### config.mk
export PLATFORM = sky130hd
export DESIGN_NAME = normi_scan
export DESIGN_NICKNAME = d
export VERILOG_FILES = /design/src/rtl/tom_arith_pkg.sv /design/src/rtl/nib_prio4.sv /design/src/rtl/normi_scan.sv
export SDC_FILE = /design/constraint.sdc
export NUM_CORES = 1
export LEC_CHECK = 0
export BUFFER_PORTS_ARGS = -buffer_cell sky130_fd_sc_hd__buf_4
export CORE_AREA = 3 3 135 137
export CTS_BUF_LIST = sky130_fd_sc_hd__clkbuf_4
export CTS_CLUSTER_SIZE = 40
export DETAILED_ROUTE_END_ITERATION = 6
export DIE_AREA = 0 0 138 140
export SKIP_CTS_REPAIR_TIMING = 1
export SLEW_MARGIN = 10
export SYNTH_ARGS = -nofsm -noshare
export SYNTH_HDL_FRONTEND = slang
export SYNTH_SLANG_ARGS = --single-unit
### constraint.sdc
create_clock -name clk -period 8.9 [get_ports clk]
set_clock_uncertainty 0.1 [all_clocks]
set_input_delay 2.225 -clock clk [delete_from_list [all_inputs] [get_ports clk]]
set_output_delay 2.225 -clock clk [all_outputs]
set_load 0.02 [all_outputs]
### src/rtl/tom_arith_pkg.sv
`default_nettype none
// ============================================================================
//  Module   : tom_arith_pkg
//  Purpose  : Shared types and constants for the TOM ARITH normalisation path
//  Revision : 1.0 - initial release
// ============================================================================
package tom_arith_pkg;

    // Scan controller state encoding
    typedef enum logic [1:0] {
        ST_IDLE = 2'd0,
        ST_SCAN = 2'd1,
        ST_DONE = 2'd2
    } scan_state_t;

    // Bit position the operand MSB is moved to
    localparam int TGT_BIT   = 23;

    // Reachable range of the signed normalisation count
    localparam int NORMI_MIN = -23;
    localparam int NORMI_MAX = 8;

endpackage : tom_arith_pkg
`default_nettype wire

### src/rtl/nib_prio4.sv
`default_nettype none
// ============================================================================
//  Module   : nib_prio4
//  Purpose  : 4-bit priority encoder; reports the highest set bit position
//  Revision : 1.0 - initial release
// ============================================================================
module nib_prio4 (
    input  logic [3:0] nib,
    output logic [1:0] pos,
    output logic       valid
);

    // Highest set bit wins; valid is low for an all-zero nibble
    always_comb begin
        pos   = 2'd0;
        valid = 1'b1;
        casez (nib)
            4'b1???: pos = 2'd3;
            4'b01??: pos = 2'd2;
            4'b001?: pos = 2'd1;
            4'b0001: pos = 2'd0;
            default: valid = 1'b0;
        endcase
    end

endmodule : nib_prio4
`default_nettype wire

### src/rtl/normi_scan.sv
`default_nettype none
// ============================================================================
//  Module   : normi_scan
//  Purpose  : Multi-cycle normalisation count. Scans the operand one nibble
//             per cycle from the top, then returns the signed count that puts
//             the MSB at TGT_BIT together with the already-normalised operand.
//  Revision : 1.0 - initial release
// ============================================================================
module normi_scan
    import tom_arith_pkg::*;
#(
    parameter int TGT_BIT = tom_arith_pkg::TGT_BIT,
    parameter int NIB     = 4
) (
    input  logic        clk,
    input  logic        reset,
    input  logic        start,
    output logic        start_ready,
    input  logic [31:0] srcd,
    input  logic        flush,
    output logic        res_valid,
    input  logic        res_ready,
    output logic [31:0] normi,
    output logic [31:0] norm_q,
    output logic        zero_n
);

    scan_state_t        state;
    logic [31:0]        opnd;
    logic [2:0]         k;

    logic [NIB-1:0]     nib_bits;
    logic [1:0]         nib_pos;
    logic               nib_hit;
    logic [4:0]         msb_idx;
    logic signed [5:0]  cnt;
    logic [5:0]         shl_amt;
    logic [5:0]         shr_amt;
    logic [31:0]        shifted;

    // Nibble under test this cycle: bits 4k+3..4k
    assign nib_bits = opnd[{k, 2'b00} +: NIB];

    nib_prio4 u_prio (
        .nib   (nib_bits),
        .pos   (nib_pos),
        .valid (nib_hit)
    );

    // Six-bit signed count; the scan only ever yields -23..+8 so it never wraps
    assign msb_idx = {k, nib_pos};
    assign cnt     = $signed({1'b0, msb_idx}) - $signed(6'(TGT_BIT));
    assign shl_amt = 6'(-cnt);
    assign shr_amt = $unsigned(cnt);

    // Single shift towards TGT_BIT, zero-filled in either direction
    always_comb begin
        shifted = 32'd0;
        if (cnt[5]) begin
            shifted = opnd << shl_amt;
        end else begin
            shifted = opnd >> shr_amt;
        end
    end

    // Acceptance is decoded from state only
    assign start_ready = (state == ST_IDLE);

    // Scan controller with registered result outputs
    always_ff @(posedge clk) begin
        if (reset) begin
            state     <= ST_IDLE;
            opnd      <= 32'd0;
            k         <= 3'd7;
            res_valid <= 1'b0;
            normi     <= 32'd0;
            norm_q    <= 32'd0;
            zero_n    <= 1'b1;
        end else if (flush) begin
            // Abort: drop any pending result but keep the last outputs
            state     <= ST_IDLE;
            res_valid <= 1'b0;
        end else begin
            case (state)
                ST_IDLE: begin
                    if (start) begin
                        opnd  <= srcd;
                        k     <= 3'd7;
                        state <= ST_SCAN;
                    end
                end
                ST_SCAN: begin
                    if (nib_hit) begin
                        normi     <= {{26{cnt[5]}}, cnt};
                        norm_q    <= shifted;
                        zero_n    <= 1'b1;
                        res_valid <= 1'b1;
                        state     <= ST_DONE;
                    end else if (k == 3'd0) begin
                        normi     <= 32'd0;
                        norm_q    <= 32'd0;
                        zero_n    <= 1'b0;
                        res_valid <= 1'b1;
                        state     <= ST_DONE;
                    end else begin
                        k <= k - 3'd1;
                    end
                end
                ST_DONE: begin
                    if (res_ready) begin
                        res_valid <= 1'b0;
                        state     <= ST_IDLE;
                    end
                end
                default: begin
                    state     <= ST_IDLE;
                    res_valid <= 1'b0;
                end
            endcase
        end
    end

endmodule : normi_scan
`default_nettype wire

# Word-level counts from Yosys, hierarchy flattened
# Cells that the tools add are included.
op_classes:
  addsub: 3
  n_eq_ne: 10
  shift: 3
  mux: 21
  bitwise_logic: 2
  reduce_logical: 11
ops:
  columns: ["cell", "n"]
  rows:
  - ["$mux 32", 4]
  - ["$shiftx 32x6->4", 1]
  - ["$shl 32x6->32", 1]
  - ["$shr 32x6->32", 1]
  - ["$pmux 2 s3", 2]
  - ["$reduce_and 3->1", 4]
  - ["$mux 3", 3]
  - ["$mux 2", 4]
  - ["$ne 2x2->1 const B", 4]
  - ["$mux 1", 6]
  - ["$neg 6->6", 1]
  - ["$pmux 3 s2", 1]
  - ["$sub 5x5->6 const B", 1]
  - ["$reduce_and 5->1", 1]
  - ["$eq 2x1->1 const B", 2]
  - ["$eq 4x1->1 const B", 1]
  - ["$reduce_bool 2->1", 2]
  - ["$reduce_or 4->1", 1]
  - ["$eq 3x1->1 const B", 1]
  - ["$logic_not 3->1", 1]
  - ["$ne 3x3->1 const B", 1]
  - ["$pmux 1 s3", 1]
  - ["$sub 3x1->3 const B", 1]
  - ["$eq 2x2->1 const B", 1]
  - ["other kinds (3)", 4]
word_totals:
  reg_bits: 103
  in_bits: 37
  out_inout_bits: 67

# Logic depth before layout (Yosys ltp)
logic_depth:
  ltp_word: 8
  mapped_depth: 18
  ltp_nobuf: 13

# Hierarchy
# Synthesis repeated with hierarchy kept, for this count alone.
unflattened:
  cells_unflattened: 853
  hier_area_um2: 7136.8
modules_own_cells:
  columns: ["mod", "n_inst", "cells_per_inst", "area_each_um2"]
  rows:
  - ["normi_scan", 1, 849, 7113.1]
  - ["nib_prio4", 1, 4, 23.8]

# Worst setup path before layout
# OpenSTA, ideal clock, no wires.
synth_path:
  kind: "register -> register"
  start: "register k[0]"
  end: "register norm_q[11]"
  setup_time_ps: 132
  arrival_time_ps: 4249
  required_time_ps: 8668
  setup_slack_ps: 4419
  stages_incl_launch_ff: 16
  n_path_buf: 5
  cell_sequence: "dfxtp_1 mux4_2 nor3_1 o21a_1 inv_2 buf_2 buf_2 ha_1 clkbuf_1 clkbuf_1 clkbuf_1 mux4_2 a21oi_1 nor4_1 a2111oi_0 nor3_1"
synth_between:
  elab_chain_cells: 8
synth_rtl:
  columns: ["element", "line", "source"]
  rows:
  - ["start, declared", "normi_scan.sv:30", "logic [2:0] k;"]
  - ["start signal, assigned", "normi_scan.sv:106", "k <= k - 3'd1;"]
  - ["$shiftx 32x6->4", "normi_scan.sv:42", "assign nib_bits = opnd[{k, 2'b00} +: NIB];"]
  - ["$eq 3x1->1 / $eq 2x1->1 (equally long branches)", "nib_prio4.sv:17", "casez (nib)"]
  - ["$pmux 2 s3", "nib_prio4.sv:17", null]
  - ["$sub 5x5->6", "normi_scan.sv:52", "assign cnt = $signed({1'b0, msb_idx}) - $signed(6'(TGT_BIT));"]
  - ["$neg 6->6", "normi_scan.sv:53", "assign shl_amt = 6'(-cnt);"]
  - ["$shl 32x6->32", "normi_scan.sv:60", "shifted = opnd << shl_amt;"]
  - ["$mux 32", "normi_scan.sv:59", "if (cnt[5]) begin"]
  - ["$mux 32", "normi_scan.sv:93", "if (nib_hit) begin"]
  - ["end signal, assigned", "normi_scan.sv:95", "norm_q <= shifted;"]
  - ["end, declared", "normi_scan.sv:24", "output logic [31:0] norm_q,"]
# Parallel ways exist; a longest one is shown, timed or not.
# A chain may end at the register's enable or synchronous reset.

# Worst setup path in the final report
layout_path:
  start: "register k[1]"
  end: "register norm_q[28]"
# The elaborated chain is that of the path after synthesis.

==> metrics.md <==
| Metric | Value |
|---|---|
| Outcome | `finished clean` |
| Critical path class | `flop to flop` |
| Netlist cell types | `75` |
| Peak supply drop | `83.2 uV` |
| Number of nets in the layout | `1021` |
| Residual DRC count | `0` |
| Clk_lat worst skew | `510 ps` |
| Final worst hold slack | `367 ps` |
| R2R Setup Slk | `2920 ps` |
| RD Place Congestion | `1.02` |
| Final WS setup | `2920 ps` |
| CP max stage delay | `980 ps` |
| Final Non-Filler Cells | `1211` |
| Starting Density | `44.5%` |
| First-pass GRT wire length | `46100 microns` |
| Cell area after layout | `8400 sq um` |
| Cells after Synth | `974` |
| PortBufs | `103` |
| Die X | `138 microns` |
| Most frequent cells in the layout | `nand2_1, buf_4, a21oi_1, dfxtp_1, nor2_1` |
| H-Tree Depth | `3` |
| Worst Hold End | `norm_q[0]` |
| R2r endpoint | `norm_q[28]` |
| Post-synth EDFFs | `0` |
| Fmax | `0.167 GHz` |
| Final ANT Viol Nets | `0` |
| DR pass1 iterations | `6` |
| Cell Area, Placed | `8250 sq um` |
| Share of layout cells above drive strength 1 | `22.3%` |
| Crit-path cells | `mux4_2 -> mux2i_4 -> o221a_2 -> buf_4 -> inv_2 -> ha_1 -> xor2_4 -> buf_4 -> nor2_1 -> a21oi_1 -> o22ai_1 -> nor4_1 -> a21oi_1 -> a2111oi_0 -> o21ai_1` |
| DR iter-0 viols | `1288` |
| Commonest non-fill, non-tap cell in the layout | `nand2_1` |
| Yosys warns | `0` |
| FF-to-FF Start | `k[1]` |
| Crit path max fanout | `41` |
| Clock tree from TritonCTS | `done` |
| Die footprint | `19300 sq um` |
| Final min period | `5980 ps` |
| Pleak | `3.20 nW` |
| GRT Total Usage | `30.1%` |
| Routed vias/inst | `6.80` |
| Number of global-route vias before repair | `7498` |
| WP data required | `9180 ps` |
| Slew margin rel. | `27.5%` |
| Max-cap violations | `0` |
| Synthesized Nets | `1017` |
| Worst-Margin Slew | `1090 ps` |
| Num CTS Buffers | `9` |
| Synthesis-to-layout area growth | `9.99%` |
| Yosys reg bits | `77` |
| Wire length per cell | `24.9 microns` |
| DP Worst Slack | `3030 ps` |
| Initial antenna violation count | `2` |
| Vias | `8229` |
| Rows | `48` |
| Slowest CP cell | `dfxtp_1` |
| Family with the most delay on the worst path | `compound AO/OA/AOI/OAI gates` |
| Root buffer cell | `clkbuf_4` |
| Met1 Use GR | `42.4%` |
| CTS clock-pin slew for the worst setup and hold paths | `140 ps` |
| Period utilization | `67.2%` |
| Async S/R FF share, synth | `0%` |
| Pin count of the biggest net entering global routing | `72` |
| Met3 Track Usage GR | `6.08%` |
| Clock buffer depth | `2` |
| Dpl hpwl | `21000 microns` |
| Final wirelength | `30200 microns` |
| RSZ-0062 raised after global routing | `false` |
| Min-delay src | `norm_q[0]` |
| Placed Cells | `1192` |
| Crit. End Element | `flop` |
| Setup TNS Final | `0 ps` |
| Post-synthesis sequential area ratio | `20.2%` |
| Post-synth top flop | `dfxtp_1` |
| Core area | `17200 sq um` |
| Setup-failing EPs final | `0` |
| Final Max Slew Viols | `0` |
| Overall die height | `140 microns` |
| Startpoint types | `flop` |
| Layer with the highest usage | `met2` |
| WP buf/inv | `3` |
| GR Layer Usage met2 | `44.0%` |
| Synthesized area | `7640 sq um` |
| Average size of a mapped cell | `7.84 sq um` |
| Ports | `104` |
| Reg2Reg Depth | `15` |
| Endpoints failing hold | `0` |
| Hold Crit Depth | `2` |
| Total grt overflow | `0` |
| Hold WC Path Type | `flop to flop` |
| Sink Count | `77` |
| Pwr dens | `134 nW/um^2` |
| Crit path DAT | `6270 ps` |
registers in the layout, indices dropped and copies added (netlist names):
name	count
k	3
zero_n	1
opnd	32
res_valid	1
state	2
normi	6
norm_q	32
worst reg2reg max path: cells and delay by family, from the launching register on:
family / cells / cell delay, ps
XOR/XNOR: 1 / 150
flip-flops: 1 / 980
adder cells (fa/ha/maj): 1 / 430
multiplexers: 2 / 900
buffers and inverters: 3 / 1400
AND/OR/NAND/NOR: 2 / 530
AO/OA/AOI/OAI: 6 / 1390
how the worst max path moves through the flow:
stage | to | cells past startpoint | slack [ps] | startpoint
global route | norm_q[28] | 15 | 2480 | k[0]
finish | norm_q[28] | 15 | 2920 | k[1]
floorplan | norm_q[11] | 15 | 4420 | k[0]
global placement | norm_q[10] | 14 | 3120 | k[1]
detailed placement | norm_q[28] | 15 | 3030 | k[0]
CTS | norm_q[28] | 15 | 3010 | k[0]
power by group:
group	switching (mW)	total [mW]	internal (mW)
clock network	0.149	0.239	0.0903
logic	0.315	0.495	0.180
registers	0.0341	0.388	0.354
total	0.499	1.12	0.625
per-layer routing:
layer | wire length [microns] | part of all wire, % | vias up
met5 | 0 | 0 | -
met4 | 1660 | 5.5 | 0
met3 | 3570 | 12 | 118
met2 | 12800 | 42 | 651
met1 | 12100 | 40 | 3801
li1 | - | - | 3659
stage by stage:
| step | power [mW] | util [%] |
|---|---|---|
| after floorplan | 0.731 | - |
| after global placement | 0.874 | 48.0 |
| after detailed placement | 0.871 | 48.0 |
| after CTS | 1.11 | 48.9 |
| after global routing | 1.17 | 48.9 |
| final | 1.12 | 48.9 |
synth_stat cells, drive strengths merged (18+ instances only):
| master | instances | area (sq um) |
|---|---|---|
| a211oi | 18 | 135 |
| a21oi | 77 | 385 |
| a221oi | 19 | 166 |
| buf | 60 | 383 |
| clkbuf | 68 | 255 |
| dfxtp | 77 | 1540 |
| mux2 | 21 | 236 |
| mux2i | 70 | 713 |
| mux4 | 40 | 901 |
| nand2 | 159 | 597 |
| nand3 | 21 | 105 |
| nor2 | 73 | 279 |
| nor3 | 25 | 135 |
| o21ai | 27 | 139 |
area by class of cell:
type                    count  area (sq um)
fillers                  1777          8780
multi-input cells         756          5470
flip-flops and latches     77          1540
repair buffers            121           908
well taps                 225           282
clock buffers              10          75.1
clock inverters             6          70.1
inverters                  13          48.8
diodes                      3          7.51
logic make-up (layout without fill, tap and decap cells):
kind of cell | count (synthesis) | count (layout) | share of synthesized area, %
simple gates | 335 | 335 | 19.6
compound gates | 274 | 274 | 24.8
flops | 77 | 77 | 20.2
xor+xnor | 10 | 10 | 1.15
buf+inv | 141 | 150 | 8.99
other cells | 0 | 3 | 0
fa+ha+maj | 6 | 6 | 0.983
mux | 131 | 131 | 24.2
Power figures use the tool's default switching activity.
